File: src/rtl/alu_cmd_sequencer_if.sv
// Command, arithmetic-unit and response channels of the ALU command sequencer.
// The master modport is the sequencer's view; the slave modport is the surrounding logic's view.
interface alu_cmd_sequencer_if #(
  parameter int unsigned WIDTH_AB  = 16,
  parameter int unsigned WIDTH_RES = 32
);
  logic                 cmd_valid;
  logic                 cmd_ready;
  logic [3:0]           cmd_fun;
  logic [WIDTH_AB-1:0]  cmd_a;
  logic [WIDTH_AB-1:0]  cmd_b;

  logic [WIDTH_AB-1:0]  alu_a;
  logic [WIDTH_AB-1:0]  alu_b;
  logic [3:0]           alu_fun;
  logic                 alu_en;
  logic [WIDTH_RES-1:0] alu_res;
  logic                 alu_flag;
  logic                 alu_carry;

  logic                 rsp_valid;
  logic                 rsp_ready;
  logic [WIDTH_AB-1:0]  rsp_data;
  logic                 rsp_last;
  logic                 rsp_carry;
  logic                 rsp_err;

  modport master (
    input  cmd_valid, cmd_fun, cmd_a, cmd_b,
    output cmd_ready,
    output alu_a, alu_b, alu_fun, alu_en,
    input  alu_res, alu_flag, alu_carry,
    output rsp_valid, rsp_data, rsp_last, rsp_carry, rsp_err,
    input  rsp_ready
  );

  modport slave (
    output cmd_valid, cmd_fun, cmd_a, cmd_b,
    input  cmd_ready,
    input  alu_a, alu_b, alu_fun, alu_en,
    output alu_res, alu_flag, alu_carry,
    input  rsp_valid, rsp_data, rsp_last, rsp_carry, rsp_err,
    output rsp_ready
  );
endinterface

File: src/rtl/alu_cmd_sequencer.sv
// Initiator for the arithmetic unit: issues one command, waits for the unit's flag
// (or a timeout), then returns the result as two beats, low half first.
module alu_cmd_sequencer #(
  parameter int unsigned WIDTH_AB  = 16,
  parameter int unsigned WIDTH_RES = 32,
  parameter int unsigned TIMEOUT   = 4
) (
  input  logic                clock,
  input  logic                rest,
  alu_cmd_sequencer_if.master bus
);

  typedef enum logic [2:0] {
    S_IDLE,
    S_ISSUE,
    S_WAIT,
    S_RSP_LO,
    S_RSP_HI
  } state_e;

  localparam logic [3:0] TIMEOUT_C = 4'(TIMEOUT);

  state_e              state_q;
  logic                cmd_ready_q;
  logic [WIDTH_AB-1:0] alu_a_q;
  logic [WIDTH_AB-1:0] alu_b_q;
  logic [3:0]          alu_fun_q;
  logic                alu_en_q;
  logic [3:0]          cnt_q;
  logic [WIDTH_AB-1:0] cap_hi_q;
  logic                rsp_valid_q;
  logic [WIDTH_AB-1:0] rsp_data_q;
  logic                rsp_last_q;
  logic                rsp_carry_q;
  logic                rsp_err_q;

  logic                div_zero;

  assign div_zero = (bus.cmd_fun[1:0] == 2'b11) && (bus.cmd_b == '0);

  // Only the high half of the result needs holding: the low half goes straight
  // into the response data register when the result is captured.
  always_ff @(posedge clock) begin
    if (rest) begin
      state_q     <= S_IDLE;
      cmd_ready_q <= 1'b0;
      alu_a_q     <= '0;
      alu_b_q     <= '0;
      alu_fun_q   <= '0;
      alu_en_q    <= 1'b0;
      cnt_q       <= '0;
      cap_hi_q    <= '0;
      rsp_valid_q <= 1'b0;
      rsp_data_q  <= '0;
      rsp_last_q  <= 1'b0;
      rsp_carry_q <= 1'b0;
      rsp_err_q   <= 1'b0;
    end else begin
      case (state_q)
        S_IDLE: begin
          cmd_ready_q <= 1'b1;
          if (bus.cmd_valid && cmd_ready_q) begin
            cmd_ready_q <= 1'b0;
            alu_a_q     <= bus.cmd_a;
            alu_b_q     <= bus.cmd_b;
            alu_fun_q   <= bus.cmd_fun;
            if (div_zero) begin
              cap_hi_q    <= '0;
              rsp_valid_q <= 1'b1;
              rsp_data_q  <= '0;
              rsp_last_q  <= 1'b0;
              rsp_carry_q <= 1'b0;
              rsp_err_q   <= 1'b1;
              state_q     <= S_RSP_LO;
            end else begin
              alu_en_q <= 1'b1;
              state_q  <= S_ISSUE;
            end
          end
        end
        S_ISSUE: begin
          alu_en_q <= 1'b0;
          cnt_q    <= '0;
          state_q  <= S_WAIT;
        end
        S_WAIT: begin
          cnt_q <= cnt_q + 4'd1;
          if (bus.alu_flag) begin
            cap_hi_q    <= bus.alu_res[WIDTH_RES-1:WIDTH_AB];
            rsp_valid_q <= 1'b1;
            rsp_data_q  <= bus.alu_res[WIDTH_AB-1:0];
            rsp_last_q  <= 1'b0;
            rsp_carry_q <= bus.alu_carry;
            rsp_err_q   <= 1'b0;
            state_q     <= S_RSP_LO;
          end else if (cnt_q + 4'd1 == TIMEOUT_C) begin
            cap_hi_q    <= '0;
            rsp_valid_q <= 1'b1;
            rsp_data_q  <= '0;
            rsp_last_q  <= 1'b0;
            rsp_carry_q <= 1'b0;
            rsp_err_q   <= 1'b1;
            state_q     <= S_RSP_LO;
          end
        end
        S_RSP_LO: begin
          if (bus.rsp_ready) begin
            rsp_data_q <= cap_hi_q;
            rsp_last_q <= 1'b1;
            state_q    <= S_RSP_HI;
          end
        end
        S_RSP_HI: begin
          if (bus.rsp_ready) begin
            rsp_valid_q <= 1'b0;
            rsp_data_q  <= '0;
            rsp_last_q  <= 1'b0;
            cmd_ready_q <= 1'b1;
            state_q     <= S_IDLE;
          end
        end
        default: state_q <= S_IDLE;
      endcase
    end
  end

  assign bus.cmd_ready = cmd_ready_q;
  assign bus.alu_a     = alu_a_q;
  assign bus.alu_b     = alu_b_q;
  assign bus.alu_fun   = alu_fun_q;
  assign bus.alu_en    = alu_en_q;
  assign bus.rsp_valid = rsp_valid_q;
  assign bus.rsp_data  = rsp_data_q;
  assign bus.rsp_last  = rsp_last_q;
  assign bus.rsp_carry = rsp_carry_q;
  assign bus.rsp_err   = rsp_err_q;

endmodule

File: src/flat_wrapper.sv
// flat-port wrapper written by rule: the top's interface ports become plain ports
module alu_cmd_sequencer_flat 
#(
  parameter int unsigned WIDTH_AB  = 16,
  parameter int unsigned WIDTH_RES = 32,
  parameter int unsigned TIMEOUT   = 4
)
  (clock, rest, bus_cmd_valid, bus_cmd_fun, bus_cmd_a, bus_cmd_b, bus_cmd_ready, bus_alu_a, bus_alu_b, bus_alu_fun, bus_alu_en, bus_alu_res, bus_alu_flag, bus_alu_carry, bus_rsp_valid, bus_rsp_data, bus_rsp_last, bus_rsp_carry, bus_rsp_err, bus_rsp_ready);
  alu_cmd_sequencer_if #(.WIDTH_AB(WIDTH_AB), .WIDTH_RES(WIDTH_RES)) bus_i ();
  input  logic clock;
  input  logic rest;
  input wire logic [$bits(bus_i.cmd_valid)-1:0] bus_cmd_valid;
  input wire logic [$bits(bus_i.cmd_fun)-1:0] bus_cmd_fun;
  input wire logic [$bits(bus_i.cmd_a)-1:0] bus_cmd_a;
  input wire logic [$bits(bus_i.cmd_b)-1:0] bus_cmd_b;
  output wire logic [$bits(bus_i.cmd_ready)-1:0] bus_cmd_ready;
  output wire logic [$bits(bus_i.alu_a)-1:0] bus_alu_a;
  output wire logic [$bits(bus_i.alu_b)-1:0] bus_alu_b;
  output wire logic [$bits(bus_i.alu_fun)-1:0] bus_alu_fun;
  output wire logic [$bits(bus_i.alu_en)-1:0] bus_alu_en;
  input wire logic [$bits(bus_i.alu_res)-1:0] bus_alu_res;
  input wire logic [$bits(bus_i.alu_flag)-1:0] bus_alu_flag;
  input wire logic [$bits(bus_i.alu_carry)-1:0] bus_alu_carry;
  output wire logic [$bits(bus_i.rsp_valid)-1:0] bus_rsp_valid;
  output wire logic [$bits(bus_i.rsp_data)-1:0] bus_rsp_data;
  output wire logic [$bits(bus_i.rsp_last)-1:0] bus_rsp_last;
  output wire logic [$bits(bus_i.rsp_carry)-1:0] bus_rsp_carry;
  output wire logic [$bits(bus_i.rsp_err)-1:0] bus_rsp_err;
  input wire logic [$bits(bus_i.rsp_ready)-1:0] bus_rsp_ready;
  assign bus_i.cmd_valid = bus_cmd_valid;
  assign bus_i.cmd_fun = bus_cmd_fun;
  assign bus_i.cmd_a = bus_cmd_a;
  assign bus_i.cmd_b = bus_cmd_b;
  assign bus_cmd_ready = bus_i.cmd_ready;
  assign bus_alu_a = bus_i.alu_a;
  assign bus_alu_b = bus_i.alu_b;
  assign bus_alu_fun = bus_i.alu_fun;
  assign bus_alu_en = bus_i.alu_en;
  assign bus_i.alu_res = bus_alu_res;
  assign bus_i.alu_flag = bus_alu_flag;
  assign bus_i.alu_carry = bus_alu_carry;
  assign bus_rsp_valid = bus_i.rsp_valid;
  assign bus_rsp_data = bus_i.rsp_data;
  assign bus_rsp_last = bus_i.rsp_last;
  assign bus_rsp_carry = bus_i.rsp_carry;
  assign bus_rsp_err = bus_i.rsp_err;
  assign bus_i.rsp_ready = bus_rsp_ready;
  alu_cmd_sequencer #(.WIDTH_AB(WIDTH_AB), .WIDTH_RES(WIDTH_RES), .TIMEOUT(TIMEOUT)) u_core (.clock(clock), .rest(rest), .bus(bus_i));
endmodule
File: config.mk
export PLATFORM = sky130hd
export DESIGN_NAME = alu_cmd_sequencer_flat
export DESIGN_NICKNAME = d
export VERILOG_FILES = /design/src/rtl/alu_cmd_sequencer_if.sv /design/src/rtl/alu_cmd_sequencer.sv /design/src/flat_wrapper.sv
export SDC_FILE = /design/constraint.sdc
export NUM_CORES = 1
export LEC_CHECK = 0
export BUFFER_PORTS_ARGS = -buffer_cell sky130_fd_sc_hd__buf_4
export CAP_MARGIN = 30
export CORE_UTILIZATION = 45
export CTS_BUF_LIST = sky130_fd_sc_hd__clkbuf_8
export DETAILED_ROUTE_END_ITERATION = 12
export HOLD_SLACK_MARGIN = 0.02
export PLACE_DENSITY = 0.73
export SYNTH_ARGS = -nofsm -noshare
export SYNTH_HDL_FRONTEND = slang
export SYNTH_SLANG_ARGS = --single-unit
File: constraint.sdc
create_clock -name clock -period 3.8 [get_ports clock]
set_input_delay 0.19 -clock clock [delete_from_list [all_inputs] [get_ports clock]]
set_output_delay 0.19 -clock clock [all_outputs]
set_load 0.01 [all_outputs]
* Yosys cells after proc, flatten, opt, wreduce, memory -nomap -nowiden *
Index checks and enable logic that the tools add are counted.

storage, ports and cells
  register bits = 81
  output and inout bits = 58
  input bits = 74
  logic and storage cells = 81

cells by class
  multiplexer cells = 38
  eq/ne operators = 12
  reductions and logical operators = 17
  $add $sub $neg = 1

operator list
  cell                                                    number
  two-way mux 16 bit                                      7
  case mux 16 bit (4 select lines)                        1
  case mux 16 bit (2 select lines)                        1
  zero test 16 bit                                        1
  two-way mux 1 bit                                       15
  two-way mux 3 bit                                       5
  case mux 3 bit (5 select lines)                         1
  case mux 1 bit (2 select lines)                         4
  case mux 4 bit (2 select lines)                         1
  AND reduction 4 bit                                     2
  nonzero test 2 bit                                      4
  equality test 3 x 2 -> 1 bit (second input constant)    2
  inequality test 2 bit (second input constant)           3
  AND reduction 6 bit                                     1
  AND reduction 5 bit                                     1
  adder 4 x 1 -> 4 bit (second input constant)            1
  equality test 4 x 3 -> 1 bit (second input constant)    1
  inequality test 2 x 1 -> 1 bit (second input constant)  2
  case mux 1 bit (4 select lines)                         1
  AND reduction 2 bit                                     2
  nonzero test 4 bit                                      1
  equality test 3 x 1 -> 1 bit (second input constant)    1
  equality test 3 bit (second input constant)             1
  zero test 3 bit                                         1
  7 further kinds                                         8

* Depth between registers and ports, before layout *
  depth in word-level cells = 5
  depth in mapped cells = 8
  depth with buffers taken out = 6

* Least setup slack after synthesis *
OpenSTA, ideal clock, no wires.

  path kind = register -> register
  start = register u_core.cnt_q[0]
  end = register u_core.rsp_last_q, in the netlist u_core.bus.rsp_last
  slack = 1.886 ns
  data arrival time = 1.799 ns
  required time = 3.685 ns
  path buffers = 2
  clock period less this slack = 1.914 ns
  library setup time = 0.115 ns
  stages on the path, launching flop included = 9
  cells stage by stage = dfxtp_1 ha_1 and3b_1 a211oi_2 o21ai_2 and3_1 buf_4 buf_12 o21a_1

between the ends
  cells in the longest elaborated chain, start to end = 4

RTL lines
  element                                   line                      RTL
  start, declared                           alu_cmd_sequencer.sv:29   logic [3:0] cnt_q;
  start signal, assigned                    alu_cmd_sequencer.sv:87   cnt_q <= cnt_q + 4'd1;
  adder 4 x 1 -> 4 bit                      alu_cmd_sequencer.sv:96   end else if (cnt_q + 4'd1 == TIMEOUT_C) begin
  equality test 4 x 3 -> 1 bit              alu_cmd_sequencer.sv:96
  inequality test 3 x 2 -> 1 bit (no line)  --
  AND reduction 6 bit (no line)             --
  end signal, assigned                      alu_cmd_sequencer.sv:92   rsp_last_q <= 1'b0;
  end signal, assigned                      alu_cmd_sequencer.sv:100  rsp_last_q <= 1'b0;
  end signal, assigned                      alu_cmd_sequencer.sv:109  rsp_last_q <= 1'b1;
  end, declared                             alu_cmd_sequencer.sv:33   logic rsp_last_q;

No other way between the ends.
A chain may end at the register's enable or synchronous reset.

* Worst setup path in the final report *
  start = register u_core.cnt_q[0]
  end = register u_core.rsp_data_q[14], in the netlist u_core.bus.rsp_data[14]

between the ends
  cells in the longest elaborated chain, start to end = 4

RTL lines
  element                                   line                      RTL
  adder 4 x 1 -> 4 bit                      alu_cmd_sequencer.sv:96
  equality test 4 x 3 -> 1 bit              alu_cmd_sequencer.sv:96
  inequality test 3 x 2 -> 1 bit (no line)  --
  AND reduction 6 bit (no line)             --
  end signal, assigned                      alu_cmd_sequencer.sv:91   rsp_data_q <= bus.alu_res[WIDTH_AB-1:0];
  end signal, assigned                      alu_cmd_sequencer.sv:108  rsp_data_q <= cap_hi_q;
  end, declared                             alu_cmd_sequencer.sv:32   logic [WIDTH_AB-1:0] rsp_data_q;

No other way between the ends.

==> results.yml <==
die:
  die_width_um: 87.65
  start_util_pct: 47.53
  core_area_um2: 6944
  die_h_um: 87.65
  num_io_pins: 132
  die_area_um2: 7682
  rows: 30
hold_path:
  hold_class: "input port to flip-flop"
  min_from: "bus_alu_res[29]"
clock_tree:
  cts_resized: 0
  clk_latency_ps: 340
  hold_buffers: 0
  cts_made_buffers: 9
  clk_path_buf_depth: 2
  htree_num_levels: 3
  postCtsSetupRepairBufs: 0
  root_buffer: "clkbuf_8"
  path_clk_slew_ps: 80
  cts_tree: "done"
  cts_sinks: 81
global_route:
  grt_max_degree: 67
  overflow: 0
  antenna_found_initial: 0
  grt_pass1_vias: 2820
  track_usage_pct: 23.14
  grt_first_pass_wirelength_mm: 13.63
sta:
  fin_crit_sh_pct: 68.74
  worst_slew_pin_slew_ps: 872.2
  fmax_mhz: 382.8
  slew_headroom_pct: 41.67
  setup_viol: 0
  period_needed_ps: 2612
  setup_tns_ps: 0
  grt_setup_unrepaired: "no"
  skew_ps: 6.907
  drv_slew: 0
  hold_viol_final: 0
synthesis:
  syn_area_um2: 3301
  yosysSeqAreaShare_pct: 49.13
  synth_nets: 449
  avgSynthCellArea_um2: 8.849
  synthDistinctLibCells: 41
  yosys_warnings: 0
  postSynthCellCount: 373
  yosys_register_bits: 81
routing:
  antenna_left: 0
  via_per_inst: 5.292
  wl_per_cell_um: 14.82
  drc: 0
  firstDrtPassIters: 5
  drt_iter0_drc: 197
  vias: 3122
  totalWireLength_mm: 8.743
layout:
  final_cell_mix: "buf_4 (135), nand2_1 (84), dfxtp_1 (81)"
  areaGrowthSynthToFinish_pct: 36.92
  final_common_cell: "buf_4"
  diodes: 0
  drive_gt1_share_pct: 34.01
  fin_nets: 566
  finish.utilization_pct: 65.08
  fill_cells: 583
critical_path:
  crit_path_top_delay_cell: "and3_1"
  critPathLaunchType: "flip-flop"
  worstRegToRegCells: 6
  worstSetupPathType: "flip-flop to flip-flop"
  cp-endpoint: "u_core.bus.rsp_data[14]$_SDFFE_PP0P_"
  endpoint_kind: "flip-flop"
  reg2reg_from: "u_core.cnt_q[0]$_SDFFE_PP0P_"
  crit_path_cell_trace: "ha_1 > nand2b_1 > a21boi_0 > o21ai_2 > and3_1 > a211oi_1"
  r2r_slack_ps: 1190
  critPathLaunch: "u_core.cnt_q[0]$_SDFFE_PP0P_"
  critical_path_buf_inv_count: 0
  worstPathRequired_ps: 3990
  slowest_delay_ps: 790
  critical_path_arrival_ps: 2800
  crit_family: "compound AO/OA/AOI/OAI gates"
  cp.depth: 6
  r2r_end: "u_core.bus.rsp_data[14]$_SDFFE_PP0P_"
  cp_max_fo: 19
power_and_ir_drop:
  power_density_nw_per_um2: 424.8
  vdd_drop_max_mv: 0.3255
  p_leak_uw: 0.001832
placed_design:
  gp_congestion: 0.8038
  place_hpwl_mm: 6.248
  port_buffers: 131
run:
  cap_viol_max_count: 0
outcome:
  status: "completed"
==> kinds of logic after synthesis <==
family,count (synthesis),synth area share (%)
flops,81,49.13
fa+ha+maj,2,0.7580
compound gates,137,29.15
mux,1,0.3033
buf+inv,31,4.549
simple gates,121,16.11
==> sequential cells by signal, indices dropped and copies added, names as in the netlist <==
signal                cells
u_core.bus.rsp_last       1
u_core.bus.alu_en         1
u_core.bus.alu_fun        4
u_core.bus.cmd_ready      1
u_core.bus.rsp_err        1
u_core.cnt_q              4
u_core.bus.rsp_valid      1
u_core.cap_hi_q          16
u_core.state_q            3
u_core.bus.rsp_carry      1
u_core.bus.alu_a         16
u_core.bus.alu_b         16
u_core.bus.rsp_data      16
==> power by group <==
group	internal, uW	switching [uW]
Clock	383	293
Combinational	157	157
Sequential	898	32.0
==> cell usage after synthesis (all sizes together) <==
master,n,area [um2]
o21a,2,15.01
clkbuf,15,57.55
a21oi,50,250.2
a31oi,20,131.4
or3,1,6.260
nor4,4,37.53
nor4bb,1,10.01
nor2,11,41.29
and3,3,18.77
buf,15,88.84
mux2i,1,10.01
a211oi,17,177.7
ha,2,25.02
nand2,84,315.3
a311oi,1,8.760
nand2b,6,37.54
a2bb2oi,1,8.760
or2,1,6.260
o31ai,1,21.27
nor2b,4,25.02
dfxtp,81,1622
a21o,1,7.510
and3b,1,8.760
a21boi,1,7.510
nand3,2,10.01
o21ai,7,38.78
nor3,3,15.01
a311o,1,10.01
a22o,17,148.9
a22oi,17,127.6
o221ai,1,8.760
inv,1,3.750
==> worst min-delay path by stage <==
stage	to	slack (ps)	cells past startpoint
after floorplan	u_core.cap_hi_q[0]$_SDFFE_PP0P_	320	1
after global placement	u_core.cap_hi_q[2]$_SDFFE_PP0P_	410	2
after detailed placement	u_core.cap_hi_q[10]$_SDFFE_PP0P_	410	2
after CTS	u_core.cap_hi_q[4]$_SDFFE_PP0P_	40	2
after global routing	u_core.cap_hi_q[1]$_SDFFE_PP0P_	40	2
final	u_core.cap_hi_q[13]$_SDFFE_PP0P_	60	2
==> metal layers <==
metal / up-vias / routed length (um) / GRT usage (%) / share of wire, %
met3: 4 / 400 / 7.069 / 4.6
met4: 0 / 68 / 5.812 / 0.78
met1: 1457 / 3695 / 28.29 / 42
met5: - / 0 / 0 / 0
met2: 82 / 4579 / 39.77 / 52
li1: 1579 / - / - / -
==> metrics by stage <==
stage                     setup slack [ps]  hold slack [ps]  instance area (um2)  power [uW]  cells
after floorplan                       1886            322.6                 3301        1107    373
final                                 1188            56.73                 4519        1920    590
after global placement                1271            406.0                 4283        1258    573
after detailed placement              1190            410.5                 4302        1264    575
after global routing                 939.9            41.71                 4519        2011    590
after CTS                             1206            39.54                 4519        1938    590
==> worst reg2reg max path, cell delays in order (launching register included) <==
cell,delay [ps]
dfxtp_1,430
ha_1,250
nand2b_1,80
a21boi_0,150
o21ai_2,590
and3_1,790
a211oi_1,160
==> final cells by class <==
cell class	instances	area [um2]	share of cell area (%)
multi-input combinational	261	1531	33.89
sequential	81	1622	35.88
inverter	1	3.754	0.08306
tap	96	120.1	2.658
timing repair buffer	136	1025	22.67
clock inverter	5	80.08	1.772
clock buffer	10	137.6	3.045
(Power assumes the default switching activity.)
